===== config.mk =====
export PLATFORM = sky130hd
export DESIGN_NAME = mem_access_stage
export DESIGN_NICKNAME = d
export VERILOG_FILES = /design/src/rtl/mem_access_stage.sv
export SDC_FILE = /design/constraint.sdc
export NUM_CORES = 1
export LEC_CHECK = 0
export BUFFER_PORTS_ARGS = -buffer_cell sky130_fd_sc_hd__buf_4
export CORE_MARGIN = 5
export CORE_UTILIZATION = 48
export DETAILED_ROUTE_END_ITERATION = 10
export GPL_ROUTABILITY_DRIVEN = 1
export PLACE_DENSITY_LB_ADDON = 0.25
export SYNTH_ARGS = -nofsm -noshare
export SYNTH_HDL_FRONTEND = slang
export SYNTH_SLANG_ARGS = --single-unit

===== constraint.sdc =====
create_clock -name clk -period 1.85 [get_ports clk]
set_clock_uncertainty 0.05 [all_clocks]
set_input_delay 0 -clock clk [delete_from_list [all_inputs] [get_ports clk]]
set_output_delay 0 -clock clk [all_outputs]
set_load 0.005 [all_outputs]

===== src/rtl/mem_access_stage.sv =====
// Memory-access stage: request/grant/response handshake with data memory,
// store lane formatting and load alignment/extension for the 32I pipeline.
module mem_access_stage (
  input  logic        clk,
  input  logic        reset,
  input  logic        mem_read,
  input  logic        mem_write,
  input  logic [1:0]  mem_size,
  input  logic        sign,
  input  logic [31:0] addr,
  input  logic [31:0] store_data,
  output logic        dmem_req,
  output logic        dmem_we,
  output logic [31:0] dmem_addr,
  output logic [3:0]  dmem_be,
  output logic [31:0] dmem_wdata,
  input  logic        dmem_gnt,
  input  logic        dmem_rvalid,
  input  logic [31:0] dmem_rdata,
  output logic [31:0] load_data,
  output logic        stall,
  output logic        misalign
);

  localparam int unsigned XLEN = 32;

  typedef enum logic [1:0] {IDLE, REQ, RESP, DONE} state_t;

  state_t            state_q, state_d;
  logic              access_c, misalign_c, start_c, load_en_c;
  logic [3:0]        be_c;
  logic [XLEN-1:0]   wdata_c, shifted_c, ext_c;
  logic              sign_q;
  logic [1:0]        off_q, size_q;

  // Access decode, alignment check and handshake-independent stall terms
  always_comb begin
    access_c   = mem_read | mem_write;
    misalign_c = access_c &
                 (((mem_size == 2'b01) & addr[0]) |
                  (mem_size[1] & (addr[1:0] != 2'b00)));
    start_c    = (state_q == IDLE) & access_c & ~misalign_c;
    misalign   = (state_q == IDLE) & misalign_c;
    stall      = start_c | (state_q == REQ) | (state_q == RESP);
  end

  // Byte enables and lane-replicated store data
  always_comb begin
    be_c    = 4'b1111;
    wdata_c = store_data;
    case (mem_size)
      2'b00: begin
        be_c    = 4'b0001 << addr[1:0];
        wdata_c = {4{store_data[7:0]}};
      end
      2'b01: begin
        be_c    = 4'b0011 << addr[1:0];
        wdata_c = {2{store_data[15:0]}};
      end
      default: ;
    endcase
  end

  // Load alignment and extension using the latched access attributes
  always_comb begin
    shifted_c = dmem_rdata >> {off_q, 3'b000};
    ext_c     = shifted_c;
    case (size_q)
      2'b00:   ext_c = {{24{sign_q & shifted_c[7]}}, shifted_c[7:0]};
      2'b01:   ext_c = {{16{sign_q & shifted_c[15]}}, shifted_c[15:0]};
      default: ;
    endcase
  end

  // Next-state logic
  always_comb begin
    state_d   = state_q;
    load_en_c = 1'b0;
    case (state_q)
      IDLE: if (start_c) state_d = REQ;
      REQ:  if (dmem_gnt) state_d = dmem_we ? DONE : RESP;
      RESP: if (dmem_rvalid) begin
        load_en_c = 1'b1;
        state_d   = DONE;
      end
      DONE:    state_d = IDLE;
      default: state_d = IDLE;
    endcase
  end

  always_ff @(posedge clk or negedge reset) begin
    if (!reset) state_q <= IDLE;
    else        state_q <= state_d;
  end

  // Bus outputs and latched access attributes; request tracks the REQ state
  always_ff @(posedge clk or negedge reset) begin
    if (!reset) begin
      dmem_req   <= 1'b0;
      dmem_we    <= 1'b0;
      dmem_addr  <= '0;
      dmem_be    <= '0;
      dmem_wdata <= '0;
      load_data  <= '0;
      sign_q     <= 1'b0;
      off_q      <= 2'b00;
      size_q     <= 2'b00;
    end else begin
      dmem_req <= (state_d == REQ);
      if (start_c) begin
        dmem_we    <= mem_write;
        dmem_addr  <= {addr[31:2], 2'b00};
        dmem_be    <= be_c;
        dmem_wdata <= wdata_c;
        sign_q     <= sign;
        off_q      <= addr[1:0];
        size_q     <= mem_size;
      end
      if (load_en_c) load_data <= ext_c;
    end
  end

endmodule


-- After elaboration in Yosys (flattened, before gate mapping)
Cells that the tools add are included.
- bitwise operators: 13
- reductions and logical operators: 4
- equality and inequality tests: 6
- shift-type cells: 3
- multiplexer cells: 10
- operators with widths (kind ; count):
    32-bit case mux with 2 select lines ; 2
    32-bit by 5-bit right shift with 32-bit output ; 1
    1-bit bitwise AND ; 8
    2-bit by 1-bit equality test with 1-bit output (second input constant) ; 4
    2-bit case mux with 4 select lines ; 1
    4-bit case mux with 2 select lines ; 1
    2-bit logical NOT ; 3
    2-bit two-way mux ; 3
    2-bit equality test (second input constant) ; 2
    1-bit OR ; 4
    1-bit by 2-bit << shifter with 4-bit output (first input constant) ; 1
    2-bit by 2-bit << shifter with 4-bit output (first input constant) ; 1
    1-bit two-way mux ; 3
    2-bit nonzero test ; 1
    1-bit inverter ; 1
- output and inout bits: 104
- register bits: 107
- input port bits: 105

-- Longest topological paths before layout
Gate-level depths: netlist of run 1.
- depth in word-level cells: 9
- mapped depth: 6
- mapped depth without buffers: 4

-- Least setup slack after synthesis of run 1
Ideal clock, no wire load.
- path kind: register -> register
- from: reg state_q[0]
- to: reg load_data[6]
- buffers on the path: 2
- stages on the path, launching flop included: 6
- setup time: 0.128 ns
- arrival time: 1.390 ns
- path slack: 0.283 ns
- required time: 1.672 ns
- cell sequence: dfrtp_1 > nor2b_1 > and2_1 > buf_2 > buf_2 > mux2_1
- longest elaborated chain between the ends: 2
- RTL lines (what ; RTL line ; text):
    start, declared ; 29 ; state_t state_q, state_d;
    start signal, assigned ; 93 ; else state_q <= state_d;
    2-bit equality test ; 79 ; case (state_q)
    1-bit two-way mux ; 79 ;
    end signal, assigned ; 119 ; if (load_en_c) load_data <= ext_c;
    end, declared ; 20 ; output logic [31:0] load_data,
No other way between the ends.
A chain may end at the register's enable or synchronous reset.

-- Worst setup path in the final report of run 1
- from: reg state_q[1]
- to: reg dmem_addr[5]
- longest elaborated chain between the ends: 3
- RTL lines (what ; RTL line ; text):
    2-bit logical NOT ; 42 ; start_c = (state_q == IDLE) & access_c & ~misalign_c;
    1-bit bitwise AND (2 in series) ; 42 ;
    end signal, assigned ; 112 ; dmem_addr <= {addr[31:2], 2'b00};
    end, declared ; 14 ; output logic [31:0] dmem_addr,
No other way between the ends.

==> results.py, run 1 <==
metrics = {
    "worst_setup_path": {
        "worstPathArrival_ns": 1.93,
        "crit_fanout": 91,
        "r2r_setup_slack_ns": 0.13,
        "cp.required_ns": 2.06,
        "worstSetupEndpointType": "flip-flop",
        "worstSetupPathType": "flip-flop to flip-flop",
        "r2r_cells": 4,
        "startpoint_type": "flip-flop",
    },
    "route": {
        "routed_via_density": 5.16,
        "drc_errors": 0,
        "drtPass1Iterations": 7,
        "routed_wl_um": 14900,
        "wl_per_cell_um": 17.3,
        "drtIter0Drc": 246,
        "final_antenna_net_count": 0,
        "vias": 4440,
    },
    "clock_network": {
        "cts.htree.levels": 3,
        "clock-sinks": 107,
        "cts_buffers": 9,
        "clock_latency_ns": 0.36,
        "cts_tree": "built",
        "clock_path_buffers": 2,
        "root_buffer": "clkbuf_8",
        "clkTransAtPathRegs_ns": 0.11,
        "post_cts_buffers": 0,
    },
    "synthesis": {
        "synth_top_area_share_pct": 54.2,
        "synthTopCellsByCount": "dfrtp_1, mux2_2, mux2i_1",
        "synth_seq_area_share_pct": 54.2,
        "syn_area_sq_um": 4940,
        "avgSynthCellArea_sq_um": 11.5,
        "synthArstFlopShare_pct": 100,
        "synth-edff-count": 0,
        "synth.area.top_cells": "dfrtp_1, mux2_2, mux2i_1",
        "yosysWarningCount": 0,
        "synth_top_area_cell": "dfrtp_1",
        "synth_most_common_cell": "dfrtp_1",
        "ys_ff_latch": 107,
        "syn_inst": 429,
        "synth_flop_cell": "dfrtp_1",
        "ys_types": 38,
    },
    "timing": {
        "min_period_over_period_pct": 93.2,
        "slew_headroom_pct": 58.0,
        "fmax_ghz": 0.580,
        "hold_viol": 0,
        "rsz0062_at_grt": "false",
        "drv_slew": 0,
        "period_minus_slack_ns": 1.72,
        "setup_viol": 0,
        "finalSetupTns_ns": 0,
        "worst_pin_slew_ns": 0.629,
        "fin_ws_ns": 0.126,
    },
    "finish": {
        "area_growth_pct": 56.9,
        "diodes": 0,
        "fin_area_sq_um": 7740,
        "drive_gt1_share_pct": 39.6,
        "finalNetCount": 824,
    },
    "hold_path": {
        "worstHoldPathType": "primary input to async pin",
    },
    "placed_design": {
        "placed_cell_area_sq_um": 6640,
        "place_ws_ns": 0.146,
        "place_congestion": 0.805,
        "hpwlAfterDp_um": 9790,
        "portBuffers": 206,
    },
    "floorplan": {
        "initial_core_util_pct": 48.5,
        "dieArea_sq_um": 12400,
        "core_sq_um": 10200,
        "row_count": 37,
        "io_pins": 209,
        "die_height_um": 111,
        "die-width_um": 111,
    },
    "pwr": {
        "pwr-share-comb_pct": 47.0,
        "finalPower_mw": 10.8,
        "sw_frac_of_total_pct": 33.8,
        "vdd_drop_max_v": 0.000659,
        "p_int_mw": 7.12,
        "p_per_area_nw_per_um2": 1390,
        "clkPwrFrac_pct": 13.7,
        "p_leak_nw": 3.68,
        "pwr-share-seq_pct": 39.3,
        "p_switching_mw": 3.64,
    },
    "global_route": {
        "grt_pass1_wl_um": 24200,
        "grt_pass1_vias": 4750,
        "grt-ovfl-total": 0,
        "grt_start_max_net_pins": 92,
        "antenna_found_initial": 0,
        "track_usage_pct": 24.0,
    },
    "run": {
        "drv_cap": 0,
    },
    "run_status": {
        "status": "completed",
    },
}
-- area by class of cell --
class | instances | area [sq um]
fill | 709 | 2440
tap | 136 | 170
inverter | 3 | 11.3
clock inverter | 6 | 73.8
sequential | 107 | 2680
timing repair buffer | 307 | 2580
clock buffer | 10 | 128
multi-input combinational | 291 | 2100
-- cell usage in the layout (no fill, tap or decap), types with 3 or more instances in the layout --
master,synthesis,routed
a22o_1,7,7
nand2_1,35,35
buf_12,0,4
dlygate4sd3_1,0,90
o22a_1,16,16
nor2_1,28,28
mux2_2,49,49
a211oi_1,7,7
and2_1,10,10
inv_1,3,3
buf_4,2,213
o21ai_0,37,37
clkbuf_8,0,9
dfrtp_1,107,107
nor2b_1,11,10
a21oi_1,25,25
mux2i_1,41,41
-- routing by layer --
layer | vias up | GRT usage [%] | share of wire [%]
met1 | 2124 | 27.9 | 38
met4 | 0 | 9.25 | 3.0
li1 | 2101 | - | -
met5 | - | 0 | 0
met3 | 34 | 6.74 | 7.5
met2 | 181 | 42.2 | 51
-- repair_timing --
item,CTS,global route
endpoints found under the hold margin,204,0
hold buffers,90,0
endpoints found under the setup margin,0,2
resized for setup,0,1
-- final timing paths --
kind                                 from             end
max in group asynchronous           reset  dmem_wdata[10]
min in group clk           dmem_rdata[14]    load_data[6]
hold reg to reg             dmem_wdata[8]   dmem_wdata[8]
setup / recovery               state_q[1]    dmem_addr[5]
hold / removal                      reset   load_data[29]
setup reg to reg               state_q[1]    dmem_addr[5]
-- power by group through the flow --
stage / Combinational [mW] / Sequential [mW] / Clock [mW]
floorplan: 2.32 / 4.20 / 0
global placement: 4.74 / 4.18 / 0
detailed placement: 4.87 / 4.25 / 0
CTS: 5.05 / 4.21 / 1.50
global route: 5.52 / 4.38 / 1.62
finish: 5.05 / 4.23 / 1.48
-- logic make-up (layout without fill, tap and decap cells) --
family                 Yosys count  count (layout)  synth area share, %
multiplexers                    92              92                 20.2
AND/OR/NAND/NOR                 93              93                 8.67
other                            1               2               0.0760
AO/OA/AOI/OAI                  104             104                 13.6
buffers and inverters           32             326                 3.24
flip-flops                     107             107                 54.2
-- sequential cells by signal, summed over array words and instances, names as in the netlist, 2 cells and up --
signal / flops
dmem_wdata: 32
load_data: 32
dmem_addr: 30
dmem_be: 4
off_q: 2
size_q: 2
state_q: 2
-- critical path: stages (launching register included) --
cell	delay, ns
dfrtp_1	0.44
nor2_1	0.25
nand4b_1	0.22
buf_12	0.27
mux2_2	0.33
-- stage by stage --
step           utilization, %  instances  hold WS, ns
3_5_place_dp             65.2        754       -0.120
5_1_grt                  76.0        860       0.0271
2_1_floorplan               -        430       -0.346
4_1_cts                  76.0        860       0.0112
3_3_place_gp             65.2        754       -0.120
6_report                 76.0        860       0.0151
No activity file was read; power rests on OpenSTA's default activity.
==> inputs of run 2 (changes only) <==
--- a/config.mk
+++ b/config.mk
@@ -6,7 +6,8 @@
 export NUM_CORES = 1
 export LEC_CHECK = 0
+export ABC_AREA = 1
 export BUFFER_PORTS_ARGS = -buffer_cell sky130_fd_sc_hd__buf_4
 export CORE_MARGIN = 5
-export CORE_UTILIZATION = 48
+export CORE_UTILIZATION = 49
 export DETAILED_ROUTE_END_ITERATION = 10
 export GPL_ROUTABILITY_DRIVEN = 1
==> constraint.sdc (replaced) <==
create_clock -name clk -period 1.85 [get_ports clk]
set_clock_uncertainty 0.05 [all_clocks]
set_input_delay 0.185 -clock clk [delete_from_list [all_inputs] [get_ports clk]]
set_output_delay 0.185 -clock clk [all_outputs]
set_load 0.005 [all_outputs]
==> run 2 against run 1 <==
First-iteration DRC count rose by 66%. Final cell count rose by 19%. Final area fell by 6.7%. Critical endpoint is now stall. Routed wire length rose by 6.6%. Power rose by 0.36%. Setup slack got worse by 0.016 ns. Flip-flop and latch count did not move.
==> results.py, run 2 <==
metrics = {
    "global_route": {
        "grt-ovfl-total": 0,
        "grt_pass1_vias": 5276,
        "grt_pass1_wl_um": 25600,
        "track_usage_pct": 24.7,
        "antenna_found_initial": 0,
        "grt_start_max_net_pins": 108,
    },
    "route": {
        "routed_wl_um": 15900,
        "drtPass1Iterations": 5,
        "wl_per_cell_um": 15.4,
        "vias": 5301,
        "drtIter0Drc": 409,
        "final_antenna_net_count": 0,
        "routed_via_density": 5.16,
        "drc_errors": 0,
    },
    "worst_setup_path": {
        "cp.required_ns": 1.62,
        "worstPathArrival_ns": 1.50,
        "critPathTopFamily": "simple AND/OR/NAND/NOR gates",
        "crit_fanout": 20,
        "cp_slowest_stage_delay_ns": 0.46,
        "worst-path-buf-inv": 1,
        "worstSetupPathType": "flip-flop to output port",
        "worstPathCellList": "nor3_4 > nand2_4 > nand3_1 > buf_4",
        "startpoint_type": "flip-flop",
        "r2r_cells": 4,
        "slowest_stage": "dfrtp_1",
        "worstSetupEndpointType": "output port",
        "worst-path-stages": 4,
    },
    "finish": {
        "final_cell_mix": "nand2_1, buf_4, dfrtp_1",
        "fin_area_sq_um": 7230,
        "reg.largest.list": "dmem_wdata: 32 flops, load_data: 32 flops, dmem_addr: 30 flops",
        "layout_commonest_cell": "nand2_1",
        "area_growth_pct": 38.4,
        "drive_gt1_share_pct": 30.2,
        "diodes": 0,
        "finalNetCount": 992,
    },
    "clock_network": {
        "clock_latency_ns": 0.35,
        "cts_buffers": 9,
        "ctsResizeCount": 0,
        "cts_tree": "built",
        "clkTransAtPathRegs_ns": 0.10,
        "clock_path_buffers": 2,
        "cts.htree.levels": 3,
        "clock-sinks": 107,
        "root_buffer": "clkbuf_8",
    },
    "synthesis": {
        "ys_ff_latch": 107,
        "synth_flop_cell": "dfrtp_1",
        "synth_top_area_share_pct": 51.3,
        "ys_types": 23,
        "syn_inst": 677,
        "yosysWarningCount": 0,
        "avgSynthCellArea_sq_um": 7.71,
        "syn_area_sq_um": 5220,
        "synth-edff-count": 0,
        "synth_seq_area_share_pct": 51.3,
        "synthArstFlopShare_pct": 100,
        "synth.area.top_cells": "dfrtp_1, nand2_1, nand3_1",
        "synth_top_area_cell": "dfrtp_1",
        "synthTopCellsByCount": "nand2_1, dfrtp_1, nand3_1",
        "synth_most_common_cell": "nand2_1",
    },
    "floorplan": {
        "die-width_um": 113,
        "initial_core_util_pct": 50.3,
        "core_sq_um": 10400,
        "row_count": 37,
        "dieArea_sq_um": 12800,
        "io_pins": 209,
        "die_height_um": 113,
    },
    "timing": {
        "hold_viol": 0,
        "worst_pin_slew_ns": 0.578,
        "holdWs_ns": 0.0115,
        "period_minus_slack_ns": 1.74,
        "finalSetupTns_ns": 0,
        "min_period_over_period_pct": 94.0,
        "fmax_ghz": 0.575,
        "drv_slew": 0,
        "slew_headroom_pct": 61.5,
        "setup_viol": 0,
        "rsz0062_at_grt": "false",
    },
    "pwr": {
        "vdd_drop_max_v": 0.000694,
        "p_per_area_nw_per_um2": 1490,
        "finalPower_mw": 10.8,
        "p_leak_nw": 3.98,
    },
    "run_status": {
        "status": "completed",
    },
    "hold_path": {
        "worstHoldPathType": "primary input to flip-flop",
        "hold_depth": 3,
    },
    "placed_design": {
        "portBuffers": 206,
        "hpwlAfterDp_um": 11700,
        "placed_cell_area_sq_um": 6880,
        "place_congestion": 0.911,
    },
    "run": {
        "drv_cap": 0,
    },
}
-- run 2: cell count changes in the layout (fill, tap and decap cells not counted), sizes merged, moves of 41 or more --
| cell | before | now |
|---|---|---|
| nand2 | 35 | 241 |
| nand3 | 2 | 95 |
| mux2 | 50 | 0 |
| dlygate4sd3 | 90 | 17 |
| mux2i | 41 | 0 |
| inv | 5 | 46 |
-- run 2: layout make-up --
type | count | area [sq um]
Timing Repair Buffer | 242 | 1880
Clock buffer | 10 | 128
Inverter | 44 | 165
Multi-Input combinational cell | 483 | 2160
Sequential cell | 107 | 2680
Clock inverter | 5 | 46.3
Fill cell | 851 | 3140
Tap cell | 136 | 170
-- run 2: worst paths after layout --
kind                          startpoint        endpoint  slack, ns
max                           state_q[1]           stall       0.11
min                             addr[12]   dmem_addr[12]       0.01
max reg2reg                   state_q[1]  dmem_wdata[25]       0.34
min reg2reg                dmem_addr[11]   dmem_addr[11]       0.43
max in group asynchronous          reset   load_data[29]       0.93
min in group asynchronous          reset  dmem_wdata[22]       0.35
-- run 2: layer usage --
metal / vias up / GRT usage (%) / wire length, um
met5: - / 0 / 0
met4: 0 / 8.49 / 403
met3: 34 / 6.26 / 1410
met2: 239 / 42.0 / 7920
met1: 2456 / 30.6 / 6120
li1: 2572 / - / -
-- run 2: logic make-up (layout without fill, tap and decap cells) --
logic type / Yosys count / after routing / synth area share, %
AOI/OAI and AO/OA: 88 / 88 / 8.87
buffers and inverters: 88 / 301 / 7.57
DFF: 107 / 107 / 51.3
other: 1 / 2 / 0.0718
and+or+nand+nor: 393 / 393 / 32.2
-- run 2: worst reg2reg max path, cell delays in order (launching register included) --
cell     delay [ns]
dfrtp_1        0.46
nor3_4         0.26
nand2_4        0.19
buf_4          0.25
o21ai_0        0.22
-- run 2: through the flow --
stage | util [%] | setup slack [ns] | cells
6_report | 69.7 | 0.110 | 1027
5_1_grt | 69.7 | 0.00908 | 1027
4_1_cts | 69.7 | 0.0927 | 1027
3_5_place_dp | 66.4 | 0.329 | 995
3_3_place_gp | 66.4 | 0.256 | 995
2_1_floorplan | - | 0.406 | 678
-- run 2: power by group --
group	internal, mW	total, mW	switching [mW]
combinational	2.61	5.31	2.70
clock	0.506	1.34	0.831
sequential	3.46	4.15	0.691
total	6.57	10.8	4.23
-- run 2: what timing repair did --
action / in CTS / in global routing
endpoints found under the hold margin: 123 / 0
endpoints found under the setup margin: 0 / 0
hold buffers: 17 / 0
setup buffers: 0 / 0
